==> config.mk <==
export PLATFORM = sky130hd
export DESIGN_NAME = flash_prog_seq
export DESIGN_NICKNAME = d
export VERILOG_FILES = /design/src/rtl/flash_prog_seq.sv
export SDC_FILE = /design/constraint.sdc
export NUM_CORES = 1
export LEC_CHECK = 0
export ABC_AREA = 1
export BUFFER_PORTS_ARGS = -buffer_cell sky130_fd_sc_hd__buf_4
export CAP_MARGIN = 20
export CORE_MARGIN = 2
export CORE_UTILIZATION = 57
export CTS_CLUSTER_SIZE = 8
export DETAILED_ROUTE_END_ITERATION = 8
export GPL_ROUTABILITY_DRIVEN = 0
export PLACE_DENSITY = 0.88
export SLEW_MARGIN = 20
export SYNTH_ARGS = -nofsm -noshare
export SYNTH_HDL_FRONTEND = slang
export SYNTH_SLANG_ARGS = --single-unit
export TNS_END_PERCENT = 5
==> constraint.sdc <==
create_clock -name phi2 -period 3.95 [get_ports phi2]
set_input_delay 0 -clock phi2 [delete_from_list [all_inputs] [get_ports phi2]]
set_output_delay 0 -clock phi2 [all_outputs]
set_load 0.005 [all_outputs]
==> src/rtl/flash_prog_seq.sv <==
// flash_prog_seq
//   In-system program/erase sequencer and ROM-bus arbiter for a 29F040-class
//   parallel flash (JEDEC command set). The Atari reaches it through a block
//   of eight CCTL registers. When the sequencer is idle, cartridge-window
//   reads pass straight through to the flash. While it is busy, the sequencer
//   owns every flash pin: it issues the unlock/command write cycles and then
//   polls for completion with the DQ6 toggle bit.
//
// Ports
//   phi2, reset_n         clock (posedge) / async active-low reset
//   cart_a, cart_d_in     cartridge address and write data
//   cart_d_out, cart_d_oe cartridge read data and its drive enable
//   cctl_n, r_w, s5_n     CCTL select, 1=read/0=write, $A000 window select
//   rd5, map_a            window enable and mapped address from bank logic
//   rom_a, rom_d_in       flash address, flash read data
//   rom_d_out, rom_d_oe   flash write data and its drive enable
//   oe_n, we_n, ce_n      flash strobes (active low)
//   busy, err             sequencer owns flash / sticky error flag
module flash_prog_seq #(
  parameter logic [18:0] UNLOCK1_ADDR = 19'h05555,
  parameter logic [18:0] UNLOCK2_ADDR = 19'h02AAA,
  parameter logic [4:0]  REG_SEL      = 5'b11000,
  parameter int unsigned TIMEOUT_W    = 24
) (
  input  logic        phi2,
  input  logic        reset_n,
  input  logic [12:0] cart_a,
  input  logic [7:0]  cart_d_in,
  output logic [7:0]  cart_d_out,
  output logic        cart_d_oe,
  input  logic        cctl_n,
  input  logic        r_w,
  input  logic        s5_n,
  input  logic        rd5,
  input  logic [18:0] map_a,
  output logic [18:0] rom_a,
  input  logic [7:0]  rom_d_in,
  output logic [7:0]  rom_d_out,
  output logic        rom_d_oe,
  output logic        oe_n,
  output logic        we_n,
  output logic        ce_n,
  output logic        busy,
  output logic        err
);

  typedef enum logic [3:0] {
    S_IDLE, S_START, S_WSETUP, S_WPULSE, S_WHOLD, S_RD0, S_GAP0, S_RD1, S_GAP1
  } state_t;

  typedef enum logic [1:0] {OP_PROG, OP_SECT, OP_CHIP} op_t;

  localparam logic [TIMEOUT_W-1:0] CNT_MAX = '1;

  state_t               state_q, state_d;
  op_t                  op_q, op_d;
  logic [18:0]          addr_q;
  logic [7:0]           data_q;
  logic [2:0]           idx_q, idx_d, last_idx;
  logic                 rst_wr_q, rst_wr_d;
  logic                 retry_q, retry_d;
  logic                 err_q, err_set;
  logic [TIMEOUT_W-1:0] cnt_q, cnt_d;
  logic                 t0_dq6, t1_dq6, t1_dq5;

  // Sequencer-side flash pin values, registered so strobes never glitch.
  logic [18:0] pa_q, pa_d;
  logic [7:0]  pd_q, pd_d;
  logic        pdoe_q, pdoe_d, pce_q, pce_d, poe_q, poe_d, pwe_q, pwe_d;
  logic [26:0] wr_e;

  logic busy_i, reg_sel, reg_rd, reg_wr_idle, cmd_wr, cmd_valid, cmd_start, cmd_clr;
  logic win_sel, win_rd;
  logic unused_bits;

  assign unused_bits = ^cart_a[12:8];

  assign busy_i      = (state_q != S_IDLE);
  assign reg_sel     = ~cctl_n & (cart_a[7:3] == REG_SEL);
  assign reg_rd      = reg_sel & r_w;
  assign reg_wr_idle = reg_sel & ~r_w & ~busy_i;
  assign cmd_wr      = reg_wr_idle & (cart_a[2:0] == 3'd4);
  assign cmd_start   = cmd_wr & cmd_valid;
  assign cmd_clr     = cmd_wr & (cart_d_in == 8'hF0);
  assign win_sel     = rd5 & ~s5_n;
  assign win_rd      = win_sel & r_w;
  assign last_idx    = (op_q == OP_PROG) ? 3'd3 : 3'd5;

  always_comb begin
    op_d      = OP_PROG;
    cmd_valid = 1'b0;
    case (cart_d_in)
      8'h01:   begin op_d = OP_PROG; cmd_valid = 1'b1; end
      8'h02:   begin op_d = OP_SECT; cmd_valid = 1'b1; end
      8'h03:   begin op_d = OP_CHIP; cmd_valid = 1'b1; end
      default: ;
    endcase
  end

  // {address, data} of write number idx in the selected command sequence;
  // rst_wr selects the single read/reset write used after an error.
  function automatic logic [26:0] wr_entry(input op_t op, input logic [2:0] idx,
                                           input logic rst_wr, input logic [18:0] a,
                                           input logic [7:0] d);
    logic [26:0] e;
    e = {UNLOCK1_ADDR, 8'hF0};
    if (!rst_wr) begin
      case (idx)
        3'd0:    e = {UNLOCK1_ADDR, 8'hAA};
        3'd1:    e = {UNLOCK2_ADDR, 8'h55};
        3'd2:    e = {UNLOCK1_ADDR, (op == OP_PROG) ? 8'hA0 : 8'h80};
        3'd3:    e = (op == OP_PROG) ? {a, d} : {UNLOCK1_ADDR, 8'hAA};
        3'd4:    e = {UNLOCK2_ADDR, 8'h55};
        default: e = (op == OP_SECT) ? {a[18:16], 16'h0000, 8'h30} : {UNLOCK1_ADDR, 8'h10};
      endcase
    end
    return e;
  endfunction

  always_comb begin
    state_d  = state_q;
    idx_d    = idx_q;
    rst_wr_d = rst_wr_q;
    retry_d  = retry_q;
    cnt_d    = cnt_q;
    err_set  = 1'b0;
    unique case (state_q)
      S_IDLE: begin
        if (cmd_start) begin
          state_d  = S_START;
          idx_d    = '0;
          rst_wr_d = 1'b0;
          retry_d  = 1'b0;
          cnt_d    = '0;
        end
      end
      S_START:  state_d = S_WSETUP;
      S_WSETUP: state_d = S_WPULSE;
      S_WPULSE: state_d = S_WHOLD;
      S_WHOLD: begin
        if (rst_wr_q) begin
          state_d = S_IDLE;
        end else if (idx_q == last_idx) begin
          state_d = S_RD0;
        end else begin
          idx_d   = idx_q + 3'd1;
          state_d = S_WSETUP;
        end
      end
      S_RD0:  state_d = S_GAP0;
      S_GAP0: state_d = S_RD1;
      S_RD1:  state_d = S_GAP1;
      S_GAP1: begin
        if (t0_dq6 == t1_dq6) begin
          state_d = S_IDLE;
        end else begin
          cnt_d = (cnt_q == CNT_MAX) ? cnt_q : cnt_q + 1'b1;
          // A second toggling pair after DQ5 was seen, or the pair that
          // brings the counter to saturation, ends in a reset write.
          if (retry_q || (cnt_q == CNT_MAX - 1'b1)) begin
            err_set  = 1'b1;
            rst_wr_d = 1'b1;
            state_d  = S_WSETUP;
          end else begin
            if (t1_dq5) retry_d = 1'b1;
            state_d = S_RD0;
          end
        end
      end
      default: state_d = S_IDLE;
    endcase

    // Pin values for the state being entered, so they are registered
    // alongside it.
    wr_e   = wr_entry(op_q, idx_d, rst_wr_d, addr_q, data_q);
    pa_d   = pa_q;
    pd_d   = pd_q;
    pdoe_d = 1'b0;
    pce_d  = 1'b1;
    poe_d  = 1'b1;
    pwe_d  = 1'b1;
    case (state_d)
      S_WSETUP, S_WHOLD: begin
        {pa_d, pd_d} = wr_e;
        pdoe_d = 1'b1;
        pce_d  = 1'b0;
      end
      S_WPULSE: begin
        {pa_d, pd_d} = wr_e;
        pdoe_d = 1'b1;
        pce_d  = 1'b0;
        pwe_d  = 1'b0;
      end
      S_RD0, S_RD1: begin
        pa_d  = addr_q;
        pce_d = 1'b0;
        poe_d = 1'b0;
      end
      default: ;
    endcase
  end

  always_ff @(posedge phi2 or negedge reset_n) begin
    if (!reset_n) begin
      state_q  <= S_IDLE;
      op_q     <= OP_PROG;
      addr_q   <= '0;
      data_q   <= '0;
      idx_q    <= '0;
      rst_wr_q <= 1'b0;
      retry_q  <= 1'b0;
      err_q    <= 1'b0;
      cnt_q    <= '0;
      t0_dq6   <= 1'b0;
      t1_dq6   <= 1'b0;
      t1_dq5   <= 1'b0;
      pa_q     <= '0;
      pd_q     <= '0;
      pdoe_q   <= 1'b0;
      pce_q    <= 1'b1;
      poe_q    <= 1'b1;
      pwe_q    <= 1'b1;
    end else begin
      state_q  <= state_d;
      idx_q    <= idx_d;
      rst_wr_q <= rst_wr_d;
      retry_q  <= retry_d;
      cnt_q    <= cnt_d;
      pa_q     <= pa_d;
      pd_q     <= pd_d;
      pdoe_q   <= pdoe_d;
      pce_q    <= pce_d;
      poe_q    <= poe_d;
      pwe_q    <= pwe_d;
      if (cmd_start) op_q <= op_d;
      if (reg_wr_idle) begin
        case (cart_a[2:0])
          3'd0:    addr_q[7:0]   <= cart_d_in;
          3'd1:    addr_q[15:8]  <= cart_d_in;
          3'd2:    addr_q[18:16] <= cart_d_in[2:0];
          3'd3:    data_q        <= cart_d_in;
          default: ;
        endcase
      end
      if (state_q == S_RD0) t0_dq6 <= rom_d_in[6];
      if (state_q == S_RD1) begin
        t1_dq6 <= rom_d_in[6];
        t1_dq5 <= rom_d_in[5];
      end
      if (err_set)      err_q <= 1'b1;
      else if (cmd_clr) err_q <= 1'b0;
    end
  end

  always_comb begin
    cart_d_out = 8'hFF;
    cart_d_oe  = 1'b0;
    if (reg_rd) begin
      cart_d_oe = 1'b1;
      case (cart_a[2:0])
        3'd0:    cart_d_out = addr_q[7:0];
        3'd1:    cart_d_out = addr_q[15:8];
        3'd2:    cart_d_out = {5'b00000, addr_q[18:16]};
        3'd3:    cart_d_out = data_q;
        3'd5:    cart_d_out = {busy_i, err_q, 6'b000000};
        default: cart_d_out = 8'hFF;
      endcase
    end else if (win_rd) begin
      cart_d_oe  = 1'b1;
      cart_d_out = busy_i ? 8'hFF : rom_d_in;
    end
  end

  assign rom_a     = busy_i ? pa_q  : map_a;
  assign ce_n      = busy_i ? pce_q : ~win_sel;
  assign oe_n      = busy_i ? poe_q : ~win_rd;
  assign we_n      = busy_i ? pwe_q : 1'b1;
  assign rom_d_oe  = busy_i & pdoe_q;
  assign rom_d_out = pd_q;
  assign busy      = busy_i;
  assign err       = err_q;

endmodule

==> results.md, run 1 <==
### Critical path
* 1.08 ns — slack of the worst reg-to-reg path
* rom_d_out[5]$_DFFE_PN0P_ — capture point of the worst reg-to-reg path
* state_q[3]$_DFF_PN0_ — launch instance of the worst register-to-register path
* 4.26 ns — required time of the critical path
* 0 — worst path buffer plus inverter count
* simple AND/OR/NAND/NOR gates — cell family with the largest share of critical-path delay
* 13 — Register-to-Register Path Depth
* dfrtp_1 — Slowest cell on crit path
* 21 — maximum fanout count along the critical path
* 0.44 ns — delay of the slowest cell on the worst path
* 3.18 ns — worst path arrival time
* flop — Worst setup EP type
* nor2_2 -> nand3_2 -> nor2_4 -> nand3_2 -> nand3_1 -> nand2_1 -> nor2_4 -> nand2_4 -> nor2_2 -> o21ai_0 -> nand3_1 -> nor2_1 -> nor2_1 — chain of cells forming the critical path
* flop — startpoint type of the worst setup path
* reg2reg — critical path class
* 13 — path length in cells of the critical path

### STA
* 0 — Slew Viols, Final
* 1.09 ns — actual transition at the worst max-transition pin
* 2.87 ns — final period demand of the worst path
* 0.0169 ns — clock skew after layout
* false — setup repair after global routing missed its margin
* 0 ns — setup TNS
* 0 — count of final hold-check violations
* 27.0% — worst relative slew slack
* 72.6% — final worst-path cycle share
* 349 MHz — maximum achievable frequency
* 0 — count of endpoints failing setup in the final report

### Yosys
* 832 — syn nets
* 775 — count of mapped cells out of synthesis
* 43.1% — register area share after synthesis
* 41.7% — area share of the largest cell type after synthesis
* dfrtp_1 — cell type contributing the most total cell area after synthesis
* 44 — number of library cell types mapped by synthesis
* 5640 sq um — summed instance area of the synthesized netlist
* 7.28 sq um — syn_area_per_cell
* 97 — register bit count reported by yosys
* 0 — Yosys warning total
* dfrtp_1, nand2_1, nor2_1 — leading cell types by total area after synthesis

### Placement
* 10900 um — placed wire-length estimate after detailed placement
* 90 — number of buffers inserted by port buffering

### Clock network
* 0.38 ns — clock network latency to the later pin of the worst-skew pair
* 9 — CTS buffer count
* 3 — H-tree Lvls
* 2 — clock tree buffer depth
* built — TritonCTS clock tree
* clkbuf_8 — CTS root buffer
* 0.11 ns — register clock-pin slew on the reported worst setup and hold paths
* 97 — clock tree sinks
* 0 — post-CTS setup-driven buffer insertion count

### GRT
* 24100 um — global-route wire length before repair
* 61 — largest net degree at the start of global routing
* 5191 — via count of the first global-routing pass
* 0 — aggregate global routing overflow
* 1 — initial antenna violation count
* 29.2% — global-route usage over all layers

### Hold path
* in2reg — Hold WC Path Type
* err$_DFFE_PN0P_ — endpoint with the worst hold slack
* 5 — Cells on Worst Hold Path
* cart_d_in[1] — startpoint of the worst hold path

### Final layout
* 19.1% — Area growth, synth to finish
* 0 — final antenna diode count
* 2790 sq um — area of combinational cells with multiple inputs
* 929 — layout net count
* 17.2% — share of final-layout standard cells stronger than drive strength 1
* 812 — count of filler cells inserted in the layout
* 69.4% — utilization after layout
* 2430 sq um — Reg area

### Route
* 14900 um — final wirelength
* 5 — first-pass detailed-route iteration total
* 0 — number of routed nets with antenna violations
* 5.57 — DR vias/cell
* 5628 — DR vias
* 14.8 um — Routed WL per cell
* 0 — Remaining DRCs
* 477 — number of DRC markers after the initial detailed-route iteration

### Die
* 96 — num ports
* 9680 sq um — area inside the core boundary
* 36 — num rows
* 58.2% — initial core utilization
* 103 um — Die Span Y
* 10700 sq um — floorplan die area
* 103 um — width of the die

### Status
* completed — result of the run

### Power
* 3540 uW — total design power
* 0.00318 uW — Static Leakage
* 586 uV — worst supply voltage drop on vdd
* 527 nW/um^2 — pwr/cell area

### Flow run
* 0 — count of maximum capacitance violations

==> cell type report <==
cell class	count	share of cell area (%)
clock buffer	9	1.84
multi-input combinational	574	41.5
sequential	97	36.2
timing repair buffer	106	12.3
tap	133	2.48
clock inverter	7	0.950
inverter	84	4.71
==> worst reg2reg max path, cell delays in order, from the launching register on <==
cell and delay, ns:
dfrtp_1 0.44, nor2_2 0.22, nand3_2 0.12, nor2_4 0.19
nand3_2 0.42, nand3_1 0.20, nand2_1 0.10, nor2_4 0.22
nand2_4 0.13, nor2_2 0.34, o21ai_0 0.18, nand3_1 0.12
nor2_1 0.06, nor2_1 0.08
==> through the flow <==
step / setup slack, ns / area [sq um] / hold slack [ns] / instances
after floorplan: 1.96 / 5640 / -0.296 / 775
after global placement: 1.20 / 6400 / 0.110 / 981
after detailed placement: 1.18 / 6400 / 0.112 / 981
after CTS: 1.11 / 6710 / 0.0300 / 1010
after global routing: 0.710 / 6720 / 0.0515 / 1010
final: 1.08 / 6720 / 0.0335 / 1010
==> routing by layer <==
| metal | up-vias | part of all wire, % | track usage (%) |
|---|---|---|---|
| li1 | 2726 | - | - |
| met1 | 2609 | 43 | 41.0 |
| met2 | 254 | 46 | 45.4 |
| met3 | 37 | 8.6 | 5.17 |
| met4 | 2 | 2.3 | 11.2 |
| met5 | - | 0.087 | 0 |
==> cell usage in the layout, fill, tap and decap left out, types with 2 or more instances in the layout <==
master | Yosys | final
o21ai_0 | 62 | 62
dlygate4sd3_1 | 0 | 13
o21ai_1 | 8 | 8
inv_8 | 0 | 2
o211ai_1 | 3 | 3
nand2_4 | 3 | 3
nand2_2 | 3 | 3
dfrtp_1 | 94 | 94
xor2_1 | 3 | 3
inv_1 | 81 | 81
nor4_1 | 3 | 3
or2_2 | 2 | 2
xnor2_1 | 4 | 4
a41oi_1 | 3 | 3
o22ai_1 | 10 | 10
nand4_1 | 13 | 13
clkinvlp_4 | 0 | 2
nor2_1 | 112 | 112
a21oi_1 | 26 | 26
inv_2 | 2 | 2
clkinv_4 | 0 | 3
dfstp_2 | 3 | 3
nor2_4 | 7 | 7
a31oi_1 | 5 | 5
nand2_1 | 221 | 221
nor3_1 | 20 | 19
o41ai_1 | 2 | 2
buf_4 | 4 | 93
nand3_1 | 25 | 25
a221oi_1 | 5 | 5
nor2_2 | 7 | 7
o31ai_1 | 6 | 6
ha_1 | 3 | 3
nand3_2 | 8 | 8
clkbuf_8 | 0 | 9
==> worst max path at each step <==
stage | from | end | slack, ns
final | state_q[3]$_DFF_PN0_ | rom_d_out[5]$_DFFE_PN0P_ | 1.08
after global routing | state_q[3]$_DFF_PN0_ | rom_d_out[5]$_DFFE_PN0P_ | 0.71
after CTS | state_q[3]$_DFF_PN0_ | rom_d_out[5]$_DFFE_PN0P_ | 1.11
after detailed placement | state_q[3]$_DFF_PN0_ | rom_d_out[3]$_DFFE_PN0P_ | 1.18
after global placement | state_q[3]$_DFF_PN0_ | rom_d_out[5]$_DFFE_PN0P_ | 1.20
after floorplan | state_q[3]$_DFF_PN0_ | cnt_q[9]$_DFFE_PN0P_ | 1.96
==> synth_stat cells, drive strengths merged <==
library cell and count:
o22ai 10, nand3 33, nor3 20, a32oi 1, ha 3, clkinv 1, o21ai 71, a41oi 3
a21oi 27, nor2 126, nand4 15, buf 9, xor2 3, dfrtp 94, a31oi 5, a22oi 2
a221oi 5, xnor2 4, dfstp 3, inv 83, o211ai 3, or2 2, clkbuf 11, or4 1
nand2 227, o21a 1, o41ai 2, a22o 1, nor4 3, o31ai 6
==> power breakdown <==
part / internal [uW] / switching, uW
logic: 638 / 1050
registers: 1140 / 96.4
clock network: 241 / 385
total: 2020 / 1530
==> sequential cells by signal, indices dropped and copies added, names as in the netlist, 2 cells and up <==
signal / flops
cnt_q: 24
addr_q: 19
pa_q: 19
data_q: 8
rom_d_out: 8
state_q: 4
idx_q: 3
op_q: 2
==> repair_timing <==
action                                 4_1_cts  5_1_grt
resized for setup                            0        0
hold buffers                                13        0
endpoints found under the hold margin       82        0
==> cell families after synthesis <==
logic type	Yosys count	synth area share (%)
and+or+nand+nor	427	33.4
AOI/OAI and AO/OA	137	14.2
buffers and inverters	104	7.54
DFF	97	43.1
xor gates and xnor gates	7	1.09
adders and majority gates	3	0.666
Power figures use the tool's default switching activity.
==> inputs of run 2 (changes only) <==
==> constraint.sdc (replaced) <==
create_clock -name phi2 -period 2.8 [get_ports phi2]
set_input_delay 0 -clock phi2 [delete_from_list [all_inputs] [get_ports phi2]]
set_output_delay 0 -clock phi2 [all_outputs]
set_load 0.005 [all_outputs]
==> run 2 against run 1 <==
- sequential cell count stayed put
- clock skew down 0.0028 ns
- setup slack lost 0.77 ns
- combinational power is 46% higher
==> results.md, run 2 (same netlist as run 1, synthesis figures left out) <==
### Status
* completed — result of the run

### Critical path
* 17 — maximum fanout count along the critical path
* reg2reg — critical path class
* 2.76 ns — worst path arrival time
* 13 — Register-to-Register Path Depth
* simple AND/OR/NAND/NOR gates — cell family with the largest share of critical-path delay
* flop — startpoint type of the worst setup path
* 3.08 ns — required time of the critical path
* 13 — path length in cells of the critical path
* 0.45 ns — delay of the slowest cell on the worst path
* nor2_4 -> nand3_2 -> nor2_4 -> nand3_2 -> buf_4 -> a22oi_4 -> nand2_4 -> inv_4 -> nand2_1 -> nor2_2 -> nand3_1 -> o21ai_0 -> nor2_1 — chain of cells forming the critical path
* dfrtp_1 — Slowest cell on crit path
* 0.31 ns — slack of the worst reg-to-reg path
* 2 — worst path buffer plus inverter count
* cnt_q[8]$_DFFE_PN0P_ — capture point of the worst reg-to-reg path
* state_q[3]$_DFF_PN0_ — launch instance of the worst register-to-register path
* flop — Worst setup EP type

### Final layout
* cnt_q (24), addr_q (19), pa_q (19) — registers with the most flip-flops
* 6820 sq um — cell area after layout
* 24 — flip-flop count of the largest register, all copies and words added
* nand2_1, nor2_1, buf_4 — highest-count cells in the layout ignoring fill and taps
* nand2_1 — most common cell after layout, fill and taps aside
* 0 — final antenna diode count
* 18.1% — share of final-layout standard cells stronger than drive strength 1
* 20.9% — Area growth, synth to finish
* cnt_q — largest reg by FF count
* 941 — layout net count

### Clock network
* 9 — CTS buffer count
* 2 — clock tree buffer depth
* 97 — clock tree sinks
* 3 — H-tree Lvls
* 0.10 ns — register clock-pin slew on the reported worst setup and hold paths
* built — TritonCTS clock tree
* 0.38 ns — clock network latency to the later pin of the worst-skew pair
* clkbuf_8 — CTS root buffer

### Route
* 0 — number of routed nets with antenna violations
* 5.60 — DR vias/cell
* 0 — Remaining DRCs
* 15100 um — final wirelength
* 5 — first-pass detailed-route iteration total
* 14.7 um — Routed WL per cell
* 5728 — DR vias
* 387 — number of DRC markers after the initial detailed-route iteration

### Die
* 36 — num rows
* 58.2% — initial core utilization
* 9680 sq um — area inside the core boundary
* 96 — num ports
* 103 um — width of the die
* 10700 sq um — floorplan die area
* 103 um — Die Span Y

### GRT
* 29.7% — global-route usage over all layers
* 6.79% — met3 demand-to-capacity share in global routing
* 41 — largest net degree at the start of global routing
* met2 — layer carrying the most global-route usage
* 0 — aggregate global routing overflow
* 45.9% — GR Util met2
* 24600 um — global-route wire length before repair
* 0 — initial antenna violation count
* 42.3% — met1 demand-to-capacity share in global routing
* 5135 — via count of the first global-routing pass

### STA
* 0.591 ns — actual transition at the worst max-transition pin
* 0 — Slew Viols, Final
* 0 ns — setup TNS
* false — setup repair after global routing missed its margin
* 2.49 ns — final period demand of the worst path
* 0.121 ns — post-route worst hold slack
* 402 MHz — maximum achievable frequency
* 88.8% — final worst-path cycle share
* 0 — count of final hold-check violations
* 60.4% — worst relative slew slack
* 0 — count of endpoints failing setup in the final report
* 0.0141 ns — clock skew after layout
* 0.314 ns — final worst slack

### Hold path
* in2async — Hold WC Path Type

### Flow run
* 0 — count of maximum capacitance violations

### Placement
* 6480 sq um — placement-stage cell area
* 90 — number of buffers inserted by port buffering
* 0.289 ns — post-placement worst setup slack
* 10900 um — placed wire-length estimate after detailed placement

### Power
* 5120 uW — total design power
* 435 uV — worst supply voltage drop on vdd
* 751 nW/um^2 — pwr/cell area
* 0.00325 uW — Static Leakage

run 2: power by group:
group | leakage, uW | switching, uW | internal [uW] | total, uW
Clock | 0.000100 | 565 | 352 | 917
Sequential | 0.00122 | 141 | 1600 | 1750
Combinational | 0.00193 | 1520 | 943 | 2460
run 2: area by class of cell:
cell class                 instances  area (sq um)
inverter                          84           318
multi-input combinational        574          2790
timing repair buffer             118           921
sequential                        97          2430
clock buffer                       9           124
clock inverter                     7          68.8
tap                              133           166
fill                             773          2870
run 2: worst max path at each step:
stage,from,to
after floorplan,state_q[3]$_DFF_PN0_,cnt_q[9]$_DFFE_PN0P_
after global placement,state_q[3]$_DFF_PN0_,cnt_q[8]$_DFFE_PN0P_
after detailed placement,state_q[3]$_DFF_PN0_,cnt_q[8]$_DFFE_PN0P_
after CTS,state_q[3]$_DFF_PN0_,cnt_q[8]$_DFFE_PN0P_
after global routing,state_q[1]$_DFF_PN0_,cnt_q[8]$_DFFE_PN0P_
final,state_q[3]$_DFF_PN0_,cnt_q[8]$_DFFE_PN0P_
run 2: what timing repair did:
item,CTS,global route
buffers inserted,0,0
hold endpoints to repair,68,0
setup endpoints to repair,0,1
hold buffers,14,0
resized for setup,0,2
run 2: per-stage QoR:
step	util (%)	cells
floorplan	-	775
global placement	66.9	992
detailed placement	66.9	992
CTS	70.3	1022
global route	70.4	1022
finish	70.4	1022
run 2: metal layers:
| layer | wire, um | share of wire [%] |
|---|---|---|
| met3 | 1440 | 9.5 |
| met4 | 346 | 2.3 |
| met5 | 0 | 0 |
| met1 | 6410 | 43 |
| met2 | 6870 | 46 |
==> inputs of run 3 (changes only) <==
--- a/config.mk
+++ b/config.mk
@@ -6,14 +6,14 @@
 export NUM_CORES = 1
 export LEC_CHECK = 0
 export ABC_AREA = 1
-export BUFFER_PORTS_ARGS = -buffer_cell sky130_fd_sc_hd__buf_4
 export CAP_MARGIN = 20
 export CORE_MARGIN = 2
-export CORE_UTILIZATION = 57
+export CORE_UTILIZATION = 50
 export CTS_CLUSTER_SIZE = 8
 export DETAILED_ROUTE_END_ITERATION = 8
+export DONT_BUFFER_PORTS = 1
 export GPL_ROUTABILITY_DRIVEN = 0
-export PLACE_DENSITY = 0.88
+export PLACE_DENSITY = 0.72
 export SLEW_MARGIN = 20
 export SYNTH_ARGS = -nofsm -noshare
 export SYNTH_HDL_FRONTEND = slang
==> run 3 against run 2 <==
- non-clock buffer count fell by 90
- critical endpoint is now pa_q[17]$_DFFE_PN0P_
- global-route usage fell by 3.2 points
- largest power group unchanged
- register-to-register slack got worse by 0.04 ns
- sequential power barely moved
- clock skew fell by 0.0070 ns
- first-iteration DRC count rose by 15%
- wire length rose by 1.4%
- core utilization fell by 13 points
- clock-buffer cell count rose by 4
==> results.md, run 3 (same netlist as run 1, synthesis figures left out) <==
### Die
* 51.6% — initial core utilization
* 110 um — Die Span Y
* 38 — num rows
* 12100 sq um — floorplan die area
* 96 — num ports
* 110 um — width of the die
* 10900 sq um — area inside the core boundary

### Clock network
* built — TritonCTS clock tree
* 0.06 ns — register clock-pin slew on the reported worst setup and hold paths
* 3 — H-tree Lvls
* clkbuf_16 — CTS root buffer
* 2 — clock tree buffer depth
* 0.35 ns — clock network latency to the later pin of the worst-skew pair
* 9 — CTS buffer count
* 97 — clock tree sinks

### Critical path
* reg2reg — critical path class
* 3.09 ns — required time of the critical path
* nand2_1 — CP most frequent cell
* nor2_2 -> nand3_2 -> nor2_4 -> nand3_4 -> nand3_1 -> nand2_1 -> nor2_4 -> nand4_1 -> nand2_1 -> nand3_1 -> nand2_1 -> nand2_1 -> nand2_1 — chain of cells forming the critical path
* 10 — maximum fanout count along the critical path
* 13 — Register-to-Register Path Depth
* flop — startpoint type of the worst setup path
* 2.82 ns — worst path arrival time
* state_q[3]$_DFF_PN0_ — CP startpoint
* 0.42 ns — delay of the slowest cell on the worst path
* dfrtp_1 — Slowest cell on crit path
* state_q[3]$_DFF_PN0_ — launch instance of the worst register-to-register path
* flop — Worst setup EP type

### STA
* 90.1% — final worst-path cycle share
* 0.627 ns — actual transition at the worst max-transition pin
* false — setup repair after global routing missed its margin
* 0.00705 ns — clock skew after layout
* 0.0246 ns — post-route worst hold slack
* 0 — count of final hold-check violations
* 0 — count of endpoints failing setup in the final report
* 0 — Slew Viols, Final
* 396 MHz — maximum achievable frequency
* 57.9% — worst relative slew slack
* 0 ns — setup TNS
* 2.52 ns — final period demand of the worst path

### Route
* 16.3 um — Routed WL per cell
* 5.72 — DR vias/cell
* 5 — first-pass detailed-route iteration total
* 15300 um — final wirelength
* 446 — number of DRC markers after the initial detailed-route iteration
* 0 — number of routed nets with antenna violations
* 0 — Remaining DRCs
* 5368 — DR vias

### Final layout
* cnt_q — largest reg by FF count
* nand2_1, nor2_1, dfrtp_1 — highest-count cells in the layout ignoring fill and taps
* 8.52% — share of final-layout standard cells stronger than drive strength 1
* 938 — Layout Cells excl Fill
* cnt_q (24), addr_q (19), pa_q (19) — registers with the most flip-flops
* 24 — flip-flop count of the largest register, all copies and words added
* nand2_1 — most common cell after layout, fill and taps aside
* 57.8% — utilization after layout
* 851 — layout net count
* 0 — final antenna diode count
* 12.0% — Area growth, synth to finish

### Hold path
* cart_a[0] — startpoint of the worst hold path
* in2reg — Hold WC Path Type
* 3 — Cells on Worst Hold Path

### GRT
* 98 — largest net degree at the start of global routing
* 0 — initial antenna violation count
* 24600 um — global-route wire length before repair
* 26.5% — global-route usage over all layers
* 5020 — via count of the first global-routing pass
* 0 — aggregate global routing overflow

### Placement
* 907 — Cell Count Post-Placement
* 11200 um — placed wire-length estimate after detailed placement
* 0 — number of buffers inserted by port buffering

### Status
* completed — result of the run

### Power
* 815 nW/um^2 — pwr/cell area
* 0.00289 uW — Static Leakage
* 496 uV — worst supply voltage drop on vdd

### Flow run
* 0 — count of maximum capacitance violations

run 3: cell types whose count changed in the layout (fill, tap and decap cells not counted), moves of 2 or more:
cell | previous run | this run
inv_8 | 3 | 0
clkbuf_8 | 9 | 3
clkbuf_16 | 0 | 9
buf_4 | 104 | 12
bufinv_16 | 0 | 2
clkinv_4 | 2 | 0
inv_6 | 2 | 0
run 3: path summary, 6_finish.rpt:
| kind | endpoint | slack [ns] |
|---|---|---|
| worst max-delay path | pa_q[17]$_DFFE_PN0P_ | 0.28 |
| worst min register to register | addr_q[13]$_DFFE_PN0P_ | 0.49 |
| max in group asynchronous | data_q[1]$_DFFE_PN0P_ | 2.20 |
| worst max register to register | pa_q[17]$_DFFE_PN0P_ | 0.28 |
| min in group asynchronous | cnt_q[13]$_DFFE_PN0P_ | 0.21 |
| worst min-delay path | addr_q[16]$_DFFE_PN0P_ | 0.02 |
run 3: cell type report:
cell class	count	area (sq um)
clock inverter	2	60.1
fill	992	4620
tap	140	175
clock buffer	13	270
multi-input combinational	574	2800
sequential	97	2430
timing repair buffer	28	268
inverter	84	317
run 3: where the power goes:
group | leakage (uW) | internal [uW] | switching, uW
clock | 0.000162 | 851 | 518
sequential | 0.00122 | 1610 | 142
combinational | 0.00151 | 618 | 1410
run 3: critical path: cells and delay by family, from the launching register on:
family	cells	cell delay (ns)
flops	1	0.42
simple gates	13	2.03
run 3: through the flow:
step                      area (sq um)  worst slack (ns)  total power (uW)
after global routing              6320            0.0602              5520
after CTS                         6300             0.117              5150
after global placement            5800             0.250              3660
final                             6320             0.276              5150
after detailed placement          5800             0.154              3710
after floorplan                   5640             0.808              3330
run 3: layer usage:
metal  GRT usage [%]  share of wire [%]  vias up
met2            40.9                 46      221
met1            35.9                 43     2514
met4            12.9                3.5        0
met3            5.00                7.2       50
met5               0                  0        -
li1                -                  -     2583
run 3: what timing repair did:
item	4_1_cts	5_1_grt
hold endpoints to repair	130	0
buffers inserted	0	0
endpoints found under the setup margin	0	14
hold buffers	16	0
gates resized for setup	0	2
